$ cat src/rtl/prog_seq.sv
// Program sequencer: loads a small program and feeds it word by word to a processor.
// Latency: one ISSUE cycle per instruction, plus one DATA cycle (mvi) or 1-4 WAIT cycles.
// Backpressure: Done from the processor paces WAIT/DATA; PAUSE holds until step or stop.
module prog_seq #(
    parameter int DATAWIDTH = 6,
    parameter int AW        = 4
) (
    input  logic                 Clock,
    input  logic                 Resetn,
    input  logic                 start,
    input  logic                 stop,
    input  logic                 step_mode,
    input  logic                 step,
    input  logic                 wr_en,
    input  logic [AW-1:0]        wr_addr,
    input  logic [DATAWIDTH-1:0] wr_data,
    input  logic [AW-1:0]        last_addr,
    input  logic                 Done,
    output logic                 Run,
    output logic [DATAWIDTH-1:0] DIN,
    output logic                 busy,
    output logic                 halted,
    output logic                 err,
    output logic [AW-1:0]        pc,
    output logic [7:0]           icount
);

    localparam int         DEPTH  = 1 << AW;
    localparam logic [1:0] OP_MVI = 2'b01;

    typedef enum logic [2:0] {
        S_IDLE,
        S_ISSUE,
        S_DATA,
        S_WAIT,
        S_PAUSE,
        S_HALT,
        S_ERR
    } state_t;

    state_t               state;
    state_t               done_state;
    logic [DATAWIDTH-1:0] mem [DEPTH];
    logic [DATAWIDTH-1:0] cur_word;
    logic [AW-1:0]        iaddr;      // address of the opcode word in flight
    logic [1:0]           wait_cnt;   // WAIT cycles already spent without Done
    logic                 stop_lat;
    logic                 loadable;
    logic                 last_hit;

    assign loadable = (state == S_IDLE) || (state == S_HALT) || (state == S_ERR);
    assign cur_word = mem[pc];

    // Program RAM write port; only open while no program is running, never reset
    always_ff @(posedge Clock) begin
        if (wr_en && loadable) begin
            mem[wr_addr] <= wr_data;
        end
    end

    // Where to go once the current instruction completes
    always_comb begin
        // In DATA the pc already points at the data word, so it can also hit last_addr
        last_hit = (iaddr == last_addr) || ((state == S_DATA) && (pc == last_addr));
        if (last_hit) begin
            done_state = S_HALT;
        end else if (stop_lat || stop) begin
            done_state = S_IDLE;
        end else if (step_mode) begin
            done_state = S_PAUSE;
        end else begin
            done_state = S_ISSUE;
        end
    end

    // Sequencer state machine with program counter, instruction count and stop latch
    always_ff @(posedge Clock or negedge Resetn) begin
        if (!Resetn) begin
            state    <= S_IDLE;
            pc       <= '0;
            icount   <= '0;
            iaddr    <= '0;
            wait_cnt <= '0;
            stop_lat <= 1'b0;
        end else begin
            case (state)
                S_IDLE, S_HALT, S_ERR: begin
                    // start together with stop is treated as no request
                    if (start && !stop) begin
                        state    <= S_ISSUE;
                        pc       <= '0;
                        icount   <= '0;
                        stop_lat <= 1'b0;
                    end
                end
                S_ISSUE: begin
                    if (stop) stop_lat <= 1'b1;
                    iaddr    <= pc;
                    pc       <= pc + 1'b1;
                    wait_cnt <= '0;
                    state    <= (cur_word[5:4] == OP_MVI) ? S_DATA : S_WAIT;
                end
                S_DATA: begin
                    if (stop) stop_lat <= 1'b1;
                    if (Done) begin
                        state <= done_state;
                        pc    <= pc + 1'b1;
                        if (icount != 8'hFF) icount <= icount + 8'd1;
                        if (done_state == S_IDLE) stop_lat <= 1'b0;
                    end else begin
                        state <= S_ERR;
                    end
                end
                S_WAIT: begin
                    if (stop) stop_lat <= 1'b1;
                    if (Done) begin
                        state <= done_state;
                        if (icount != 8'hFF) icount <= icount + 8'd1;
                        if (done_state == S_IDLE) stop_lat <= 1'b0;
                    end else if (wait_cnt == 2'd3) begin
                        state <= S_ERR;
                    end else begin
                        wait_cnt <= wait_cnt + 2'd1;
                    end
                end
                S_PAUSE: begin
                    if (stop) begin
                        state <= S_IDLE;
                    end else if (step) begin
                        state <= S_ISSUE;
                    end
                end
                default: state <= S_IDLE;
            endcase
        end
    end

    // Output decode from the registered state; reset forces IDLE so these drop at once
    always_comb begin
        Run    = (state == S_ISSUE) || (state == S_DATA);
        DIN    = Run ? cur_word : '0;
        busy   = (state == S_ISSUE) || (state == S_DATA) || (state == S_WAIT);
        halted = (state == S_HALT);
        err    = (state == S_ERR);
    end

endmodule
$ cat config.mk
export PLATFORM = sky130hd
export DESIGN_NAME = prog_seq
export DESIGN_NICKNAME = d
export VERILOG_FILES = /design/src/rtl/prog_seq.sv
export SDC_FILE = /design/constraint.sdc
export NUM_CORES = 1
export LEC_CHECK = 0
export ABC_AREA = 1
export CELL_PAD_IN_SITES_DETAIL_PLACEMENT = 0
export CELL_PAD_IN_SITES_GLOBAL_PLACEMENT = 1
export CORE_MARGIN = 3
export CORE_UTILIZATION = 43
export DETAILED_ROUTE_END_ITERATION = 12
export HOLD_SLACK_MARGIN = 0.02
export PLACE_DENSITY_LB_ADDON = 0.12
export SYNTH_ARGS = -nofsm -noshare
export SYNTH_HDL_FRONTEND = slang
export SYNTH_SLANG_ARGS = --single-unit
$ cat constraint.sdc
create_clock -name Clock -period 2.3 [get_ports Clock]
set_input_delay 0.46 -clock Clock [delete_from_list [all_inputs] [get_ports Clock]]
set_output_delay 0.46 -clock Clock [all_outputs]
set_load 0.05 [all_outputs]
Word-level counts from Yosys, hierarchy flattened --
Memory sizes are Yosys's and may differ from the RTL's. Index checks and enable logic that the tools add are counted.
Word-level totals: register bits after elaboration 22, memory bits (writable) 96, input bits 22, memories kept 1
Memories:
- mem | depth 16, bits a word 6, rd ports 1, clocked after memory_dff 0, write ports 1, RTL line 43 | logic [DATAWIDTH-1:0] mem [DEPTH];
Cells by class: add/subtract/negate cells 3, equal/unequal tests 19, multiplexer cells 29, reduce and logical (&&, ||, !) cells 23
Operator list (count):
- 3-bit 2-to-1 mux | 9
- 8-bit 2-to-1 mux | 3
- 8-bit case mux with 2 select lines | 1
- 3-bit case mux with 5 select lines | 1
- 4-bit case mux with 3 select lines | 1
- 3-bit equality test, second input constant | 3
- 3-bit AND reduction | 3
- 8-bit by 1-bit adder with 8-bit output, second input constant | 1
- 4-bit equality test | 2
- 4-bit 2-to-1 mux | 2
- 2-bit inequality test, second input constant | 4
- 8-bit inequality test, second input constant | 1
- 1-bit 2-to-1 mux | 7
- 3-bit by 2-bit equality test with 1-bit output, second input constant | 2
- 3-bit zero test | 2
- 1-bit logical OR | 6
- 6-bit 2-to-1 mux | 1
- 3-bit inequality test, second input constant | 2
- 3-bit nonzero test | 2
- 4-bit by 1-bit adder with 4-bit output, second input constant | 1
- 2-bit 2-to-1 mux | 2
- 2-bit by 1-bit inequality test with 1-bit output, second input constant | 2
- 2-bit case mux with 2 select lines | 1
- 4-bit AND reduction | 1
- 11 further kinds | 14

Depth between registers and ports, before layout --
Gate-level depths: netlist of run 1.
depth after elaboration 8, depth in mapped cells 14, depth with buffers taken out 13

Worst setup path before layout of run 1 --
OpenSTA, ideal clock, no wires.
path type register to output, start register pc[0], end output DIN[3], data arrival time 2.375 ns, data required time 1.840 ns, setup slack -0.535 ns, stages on the path, launching flop included 8, buffers on the path 3, cell sequence dfrtp_1 > buf_2 > buf_2 > buf_2 > o21ai_0 > o221ai_1 > nand3_1 > a21oi_1
On the way: cells in the longest elaborated chain, start to end 2
RTL lines:
- start: declaration | RTL line 24 | output logic [AW-1:0] pc,
- start signal: assignment | RTL line 99 | pc <= pc + 1'b1;
- start signal: assignment | RTL line 107 | pc <= pc + 1'b1;
- memory 16 x 6 bit
- 6-bit 2-to-1 mux | RTL line 141 | DIN = Run ? cur_word : '0;
- end: declaration | RTL line 20 | output logic [DATAWIDTH-1:0] DIN,
No other way between the ends.

Worst setup path in the final report of run 1 --
start register pc[0], end output DIN[2]
The elaborated chain is that of the path after synthesis.

==> impl_metrics.env, run 1 <==
export IMPL_fin_area_mm2=0.007068
export IMPL_worst_path_max_fanout=8
export IMPL_dp_cells=698
export IMPL_route_detailed_drc=0
export IMPL_synth_sequential_area_ratio_pct=65.36
export IMPL_async_reset_ff_share_pct=18.64
export IMPL_design_die_area_mm2=0.01358
export IMPL_overall_die_width_um=116.5
export IMPL_drtPass1Iterations=8
export IMPL_synth_seq_cells=118
export IMPL_avgSynthCellArea_um2=10.46
export IMPL_grt_use_met1_pct=29.18
export IMPL_setup_worst_path_end="DIN[2]"
export IMPL_outcome="finished with violations"
export IMPL_synthesis_nets=527
export IMPL_detailedPlacementHpwl_um=8745
export IMPL_mostFrequentLayoutCell="sky130_fd_sc_hd__edfxtp_1"
export IMPL_n_fill_cell=960
export IMPL_path_cells="buf_6 > buf_12 > buf_16 > o21ai_0 > o221ai_1 > nand3_1 > a21oi_4 > buf_12"
export IMPL_worst_path_max_delay_cell="sky130_fd_sc_hd__dfrtp_2"
export IMPL_fin_skew_ns=0.004651
export IMPL_buffers_added_on_ports=43
export IMPL_synth_cell_type_count=30
export IMPL_p_int_mw=5.822
export IMPL_syn_area_mm2=0.005253
export IMPL_clk_pin_slew_ns=0.05
export IMPL_cts_num_sinks=118
export IMPL_crit_reg2reg_capture="mem[12][5]"
export IMPL_wl_um=13030
export IMPL_grt_remaining_overflow=0
export IMPL_crit_buf_inv=4
export IMPL_fin_setup_tns_ns=-0.8361
export IMPL_critical_path_depth=8
export IMPL_wire_length_of_the_first_global_routing_pass_um=20690
export IMPL_power_sequential_fraction_pct=27.9
export IMPL_ioPinCount=44
export IMPL_ant_nets=0
export IMPL_first_global_vias=3971
export IMPL_gr_usage_met2_pct=31.27
export IMPL_core_area_mm2=0.01166
export IMPL_worstReg2RegStart="state[0]"
export IMPL_power_density_relative_to_cell_area_mw_per_mm2=1319
export IMPL_max_clk_rate_mhz=405.0
export IMPL_power_clock_fraction_pct=27.5
export IMPL_cts_root_buf="sky130_fd_sc_hd__clkbuf_16"
export IMPL_multiInputGateArea_mm2=0.001698
export IMPL_via_to_cell_ratio=5.332
export IMPL_synth_largest_area_cell="sky130_fd_sc_hd__edfxtp_1"
export IMPL_gp_weighted_congestion=0.8186
export IMPL_finalMaxSlewViolations=0
export IMPL_synth_top_cells_by_area="sky130_fd_sc_hd__edfxtp_1 (55%), sky130_fd_sc_hd__dfrtp_1 (10%), sky130_fd_sc_hd__nand2_1 (6.0%), sky130_fd_sc_hd__nor2_1 (5.4%), sky130_fd_sc_hd__o21ai_0 (4.7%)"
export IMPL_clock_tree_buffer_depth=2
export IMPL_cts_tree="built"
export IMPL_antenna_found_initial=0
export IMPL_synth_top_area_share_pct=54.88
export IMPL_start_util_pct=45.04
export IMPL_utilization_after_layout_pct=60.61
export IMPL_crit_top_cell="sky130_fd_sc_hd__buf_12"
export IMPL_numCtsBuffers=17
export IMPL_most_common_layout_cells="sky130_fd_sc_hd__edfxtp_1 (96), sky130_fd_sc_hd__nand2_1 (83), sky130_fd_sc_hd__nor2_1 (72)"
export IMPL_insertedDiodeCount=0
export IMPL_fin_crit_sh_pct=107.4
export IMPL_switching_power_mw=3.498
export IMPL_start_kind="register"
export IMPL_period_needed_ns=2.469
export IMPL_ff_latch_area_mm2=0.003437
export IMPL_post_dp_cell_area_mm2=0.006138
export IMPL_slew_headroom_pct=56.72
export IMPL_power_total_mw=9.320
export IMPL_reg2reg_depth=8
export IMPL_min_delay_path_class="in -> async"
export IMPL_net_count_reported_at_finish=618
export IMPL_setup_violations=6
export IMPL_crit_start="pc[0]"
export IMPL_route_vias_total=3994
export IMPL_synth_edff_count=96
export IMPL_drv_cap=0
export IMPL_gr_usage_met3_pct=4.870
export IMPL_path_class="reg -> out"
export IMPL_max_stage_delay_ns=0.42
export IMPL_combinationalPowerShare_pct=44.6
export IMPL_finish_cell_count_without_fillers=749
export IMPL_timing_final_ws_setup_ns=-0.1691
export IMPL_vdd_ir_drop_max_uv=975.3
export IMPL_flow_area_growth_from_synthesis_pct=34.56
export IMPL_total_leakage_power_nw=2.776
export IMPL_critical_path_endpoint_type="output port"
export IMPL_postSynth_topFlopCell="sky130_fd_sc_hd__edfxtp_1"
export IMPL_grt_use_total_pct=20.39
export IMPL_worst_hold_slack_ns=0.4141
export IMPL_final_layout_size_suffix_gt1_share_pct=21.62
export IMPL_grt_start_max_net_pins=26
export IMPL_first_iter_violations=358
export IMPL_reg2reg_slack_ns=0.37
export IMPL_worst_pin_slew_ns=0.6472
export IMPL_cts_htree_levels=4
export IMPL_global_route_peak_usage_layer="met2"
export IMPL_crit_arrival_ns=2.01
export IMPL_insertion_delay_ns=0.41
export IMPL_detailedPlace_worstSlack_ns=0.1294
export IMPL_sw_frac_of_total_pct=37.53
export IMPL_syn_instance_count=502
export IMPL_holdBufCountCts=0
export IMPL_die_height_um=116.5
export IMPL_synthesis_yosys_warnings=0
export IMPL_kind_of_cell_adding_the_most_delay_to_the_critical_path="buffers and inverters"
export IMPL_finalHoldViolCount=0
export IMPL_rsz0062_at_grt="yes"
export IMPL_avgRoutedWirePerCell_um=17.39
export IMPL_violations="negative setup slack"
export IMPL_placement_rows=39
export IMPL_timing_critical_path_required_ns=1.84
## power groups by stage
| stage | Combinational (mW) | Sequential [mW] | Clock [mW] |
|---|---|---|---|
| final | 4.16 | 2.60 | 2.56 |
| after global routing | 4.48 | 2.62 | 2.70 |
| after CTS | 3.97 | 2.60 | 2.60 |
| after detailed placement | 3.61 | 2.62 | 0 |
| after global placement | 3.59 | 2.61 | 0 |
| after floorplan | 2.19 | 2.74 | 0 |
## routing by layer
layer | wire [um] | vias to the layer above
li1 | - | 1923
met1 | 6171 | 1952
met2 | 6124 | 102
met3 | 575 | 17
met4 | 155 | 0
met5 | 0 | -
## cell families (layout without fill, tap and decap cells)
logic type	Yosys count	after routing	share of synthesized area, %
flip-flops	118	118	65.36
adder cells (fa/ha/maj)	3	3	0.7147
AO/OA/AOI/OAI	89	89	9.814
AND/OR/NAND/NOR	215	215	17.13
XOR/XNOR	12	12	2.001
buffers and inverters	65	169	4.979
## Yosys cell counts (all sizes together), types with 4 or more instances
library cell	n
nand3	46
nor2	78
o21ai	58
nand2	84
edfxtp	96
dfrtp	22
o22ai	4
clkbuf	10
xnor2	6
inv	43
a21oi	9
buf	12
xor2	6
o221ai	12
## registers in the layout, summed over array words and instances (netlist names)
| signal | cells |
|---|---|
| stop_lat | 1 |
| state | 3 |
| pc | 4 |
| wait_cnt | 2 |
| iaddr | 4 |
| mem | 96 |
| icount | 8 |
## repair_timing
action,CTS,global route
pin swaps,19,16
endpoints found under the setup margin,7,6
gates resized for setup,41,12
setup buffers,12,5
gates cloned,2,1
## worst min path at each step
stage / to / slack [ns]
final: stop_lat / 0.41
after detailed placement: iaddr[0] / 0.50
after CTS: icount[2] / 0.42
after global routing: icount[2] / 0.44
after floorplan: iaddr[0] / 0.16
after global placement: iaddr[0] / 0.49
## final cells by class
class / count / area share (%)
Clock buffer: 20 / 6.178
Clock inverter: 12 / 1.912
Inverter: 43 / 2.531
Multi-Input combinational cell: 319 / 24.02
Sequential cell: 118 / 48.63
Tap cell: 143 / 2.531
Timing Repair Buffer: 93 / 14.13
Timing Repair inverter: 1 / 0.07081
Power figures use the tool's default switching activity.
==> inputs of run 2 (changes only) <==
PLACE_DENSITY_LB_ADDON = 0.1   (was 0.12)
==> impl_metrics.env, run 2 (synthesis results as in run 1) <==
export IMPL_outcome="finished with violations"
export IMPL_violations="negative setup slack"
export IMPL_start_kind="register"
export IMPL_timing_critical_path_required_ns=1.84
export IMPL_drv_cap=0
export IMPL_critical_path_depth=7
export IMPL_crit_arrival_ns=2.08
export IMPL_mostFrequentLayoutCell="sky130_fd_sc_hd__edfxtp_1"
export IMPL_reg_top3="mem (96), icount (8)"
export IMPL_clock_tree_buffer_depth=2
export IMPL_wire_length_of_the_first_global_routing_pass_um=20450
export IMPL_drtPass1Iterations=5
export IMPL_start_util_pct=45.04
export IMPL_finalMaxSlewViolations=0
export IMPL_fin_setup_tns_ns=-0.9891
export IMPL_detailedPlacementHpwl_um=8366
export IMPL_wl_um=14040
export IMPL_worst_path_max_fanout=7
export IMPL_cts_root_buf="sky130_fd_sc_hd__clkbuf_16"
export IMPL_slew_headroom_pct=60.64
export IMPL_core_area_mm2=0.01166
export IMPL_finalHoldViolCount=0
export IMPL_antenna_found_initial=0
export IMPL_total_leakage_power_nw=2.843
export IMPL_worst_hold_slack_ns=0.4083
export IMPL_max_stage_delay_ns=0.43
export IMPL_insertedDiodeCount=0
export IMPL_first_iter_violations=312
export IMPL_cts_tree="built"
export IMPL_timing_final_ws_setup_ns=-0.2415
export IMPL_most_common_layout_cells="sky130_fd_sc_hd__edfxtp_1 (96), sky130_fd_sc_hd__nand2_1 (79), sky130_fd_sc_hd__nor2_1 (72)"
export IMPL_overall_die_width_um=116.5
export IMPL_gp_weighted_congestion=0.8494
export IMPL_critical_path_endpoint_type="output port"
export IMPL_power_density_relative_to_cell_area_mw_per_mm2=1346
export IMPL_via_to_cell_ratio=5.443
export IMPL_largest_register_ffs=96
export IMPL_vdd_ir_drop_max_uv=1527
export IMPL_fin_crit_sh_pct=110.5
export IMPL_setup_violations=6
export IMPL_first_global_vias=3741
export IMPL_power_total_mw=9.732
export IMPL_fin_skew_ns=0.006609
export IMPL_grt_use_total_pct=20.53
export IMPL_rsz0062_at_grt="yes"
export IMPL_largest_register_by_flop_count="mem"
export IMPL_numCtsBuffers=17
export IMPL_worstReg2RegStart="state[0]"
export IMPL_path_class="reg -> out"
export IMPL_max_clk_rate_mhz=393.5
export IMPL_path_cells="buf_6 > clkbuf_16 > o21ai_0 > o221ai_2 > nand3_1 > a21oi_4 > buf_12"
export IMPL_gr_usage_met2_pct=31.27
export IMPL_ioPinCount=44
export IMPL_reg2reg_depth=8
export IMPL_worst_path_max_delay_cell="sky130_fd_sc_hd__dfrtp_2"
export IMPL_cts_num_sinks=118
export IMPL_crit_buf_inv=3
export IMPL_grt_remaining_overflow=0
export IMPL_route_detailed_drc=0
export IMPL_final_layout_size_suffix_gt1_share_pct=23.64
export IMPL_worst_pin_slew_ns=0.5885
export IMPL_grt_use_met1_pct=29.33
export IMPL_placement_rows=39
export IMPL_net_count_reported_at_finish=617
export IMPL_flow_area_growth_from_synthesis_pct=37.66
export IMPL_die_height_um=116.5
export IMPL_avgRoutedWirePerCell_um=18.78
export IMPL_route_vias_total=4071
export IMPL_design_die_area_mm2=0.01358
export IMPL_insertion_delay_ns=0.41
export IMPL_buffers_added_on_ports=43
export IMPL_clk_pin_slew_ns=0.05
export IMPL_ant_nets=0
export IMPL_kind_of_cell_adding_the_most_delay_to_the_critical_path="compound AO/OA/AOI/OAI gates"
export IMPL_n_fill_cell=915
export IMPL_grt_start_max_net_pins=28
export IMPL_holdBufCountCts=0
export IMPL_period_needed_ns=2.541
export IMPL_global_route_peak_usage_layer="met2"
export IMPL_crit_start="pc[0]"
export IMPL_gr_usage_met3_pct=5.337
export IMPL_cts_htree_levels=4
export IMPL_min_delay_path_class="in -> async"
[run 2: cell types whose count changed in the layout (fill, tap and decap cells not counted), moves of 4 or more]
cell	change
sky130_fd_sc_hd__o21ai_1	+5
sky130_fd_sc_hd__nand3_2	+5
sky130_fd_sc_hd__nand2_2	+4
sky130_fd_sc_hd__buf_12	+5
sky130_fd_sc_hd__nand3_1	-5
sky130_fd_sc_hd__o21ai_2	+5
sky130_fd_sc_hd__buf_4	-7
sky130_fd_sc_hd__nand2_1	-4
sky130_fd_sc_hd__o21ai_0	-10
[run 2: layer usage]
| metal | up-vias | wire length, um |
|---|---|---|
| met4 | 0 | 198 |
| met5 | - | 0 |
| met2 | 171 | 6502 |
| met3 | 19 | 1105 |
| li1 | 1923 | - |
| met1 | 1958 | 6238 |
[run 2: metrics by stage]
step	std cells	worst slack, ns	utilization (%)	area [um^2]
after floorplan	502	0.007128	-	5334
after global placement	695	0.1792	52.68	6143
after detailed placement	695	0.1455	52.68	6143
after CTS	735	-0.1635	59.47	6935
after global routing	748	-0.3121	62.00	7231
final	748	-0.2415	62.00	7231
[run 2: power by group]
group / switching, mW / internal [mW] / leakage [nW] / total (mW)
Combinational: 2.63 / 1.78 / 1.40 / 4.41
Clock: 0.926 / 1.80 / 0.287 / 2.73
Sequential: 0.128 / 2.47 / 1.16 / 2.59
[run 2: area by class of cell]
type	instances	area, um^2	area share (%)
Clock buffer	19	432.9	5.987
Multi-Input combinational cell	319	1733	23.97
Tap cell	143	178.9	2.474
Sequential cell	118	3436	47.52
Inverter	43	181.4	2.509
Timing Repair Buffer	93	1087	15.04
Clock inverter	13	181.4	2.509
[run 2: path summary, 6_finish.rpt]
| check | slack [ns] | to |
|---|---|---|
| worst min-delay path | 0.41 | icount[1] |
| worst min register to register | 0.50 | iaddr[0] |
| worst max register to register | 0.40 | mem[8][4] |
| min in group Clock | 0.50 | iaddr[0] |
| max in group asynchronous | 1.62 | pc[0] |
| worst max-delay path | -0.24 | DIN[1] |
[run 2: what timing repair did]
action,CTS,global route
setup buffers,5,12
hold endpoints to repair,0,0
pin swaps,12,37
gates cloned,3,4
endpoints found under the setup margin,7,6
resized for setup,22,53
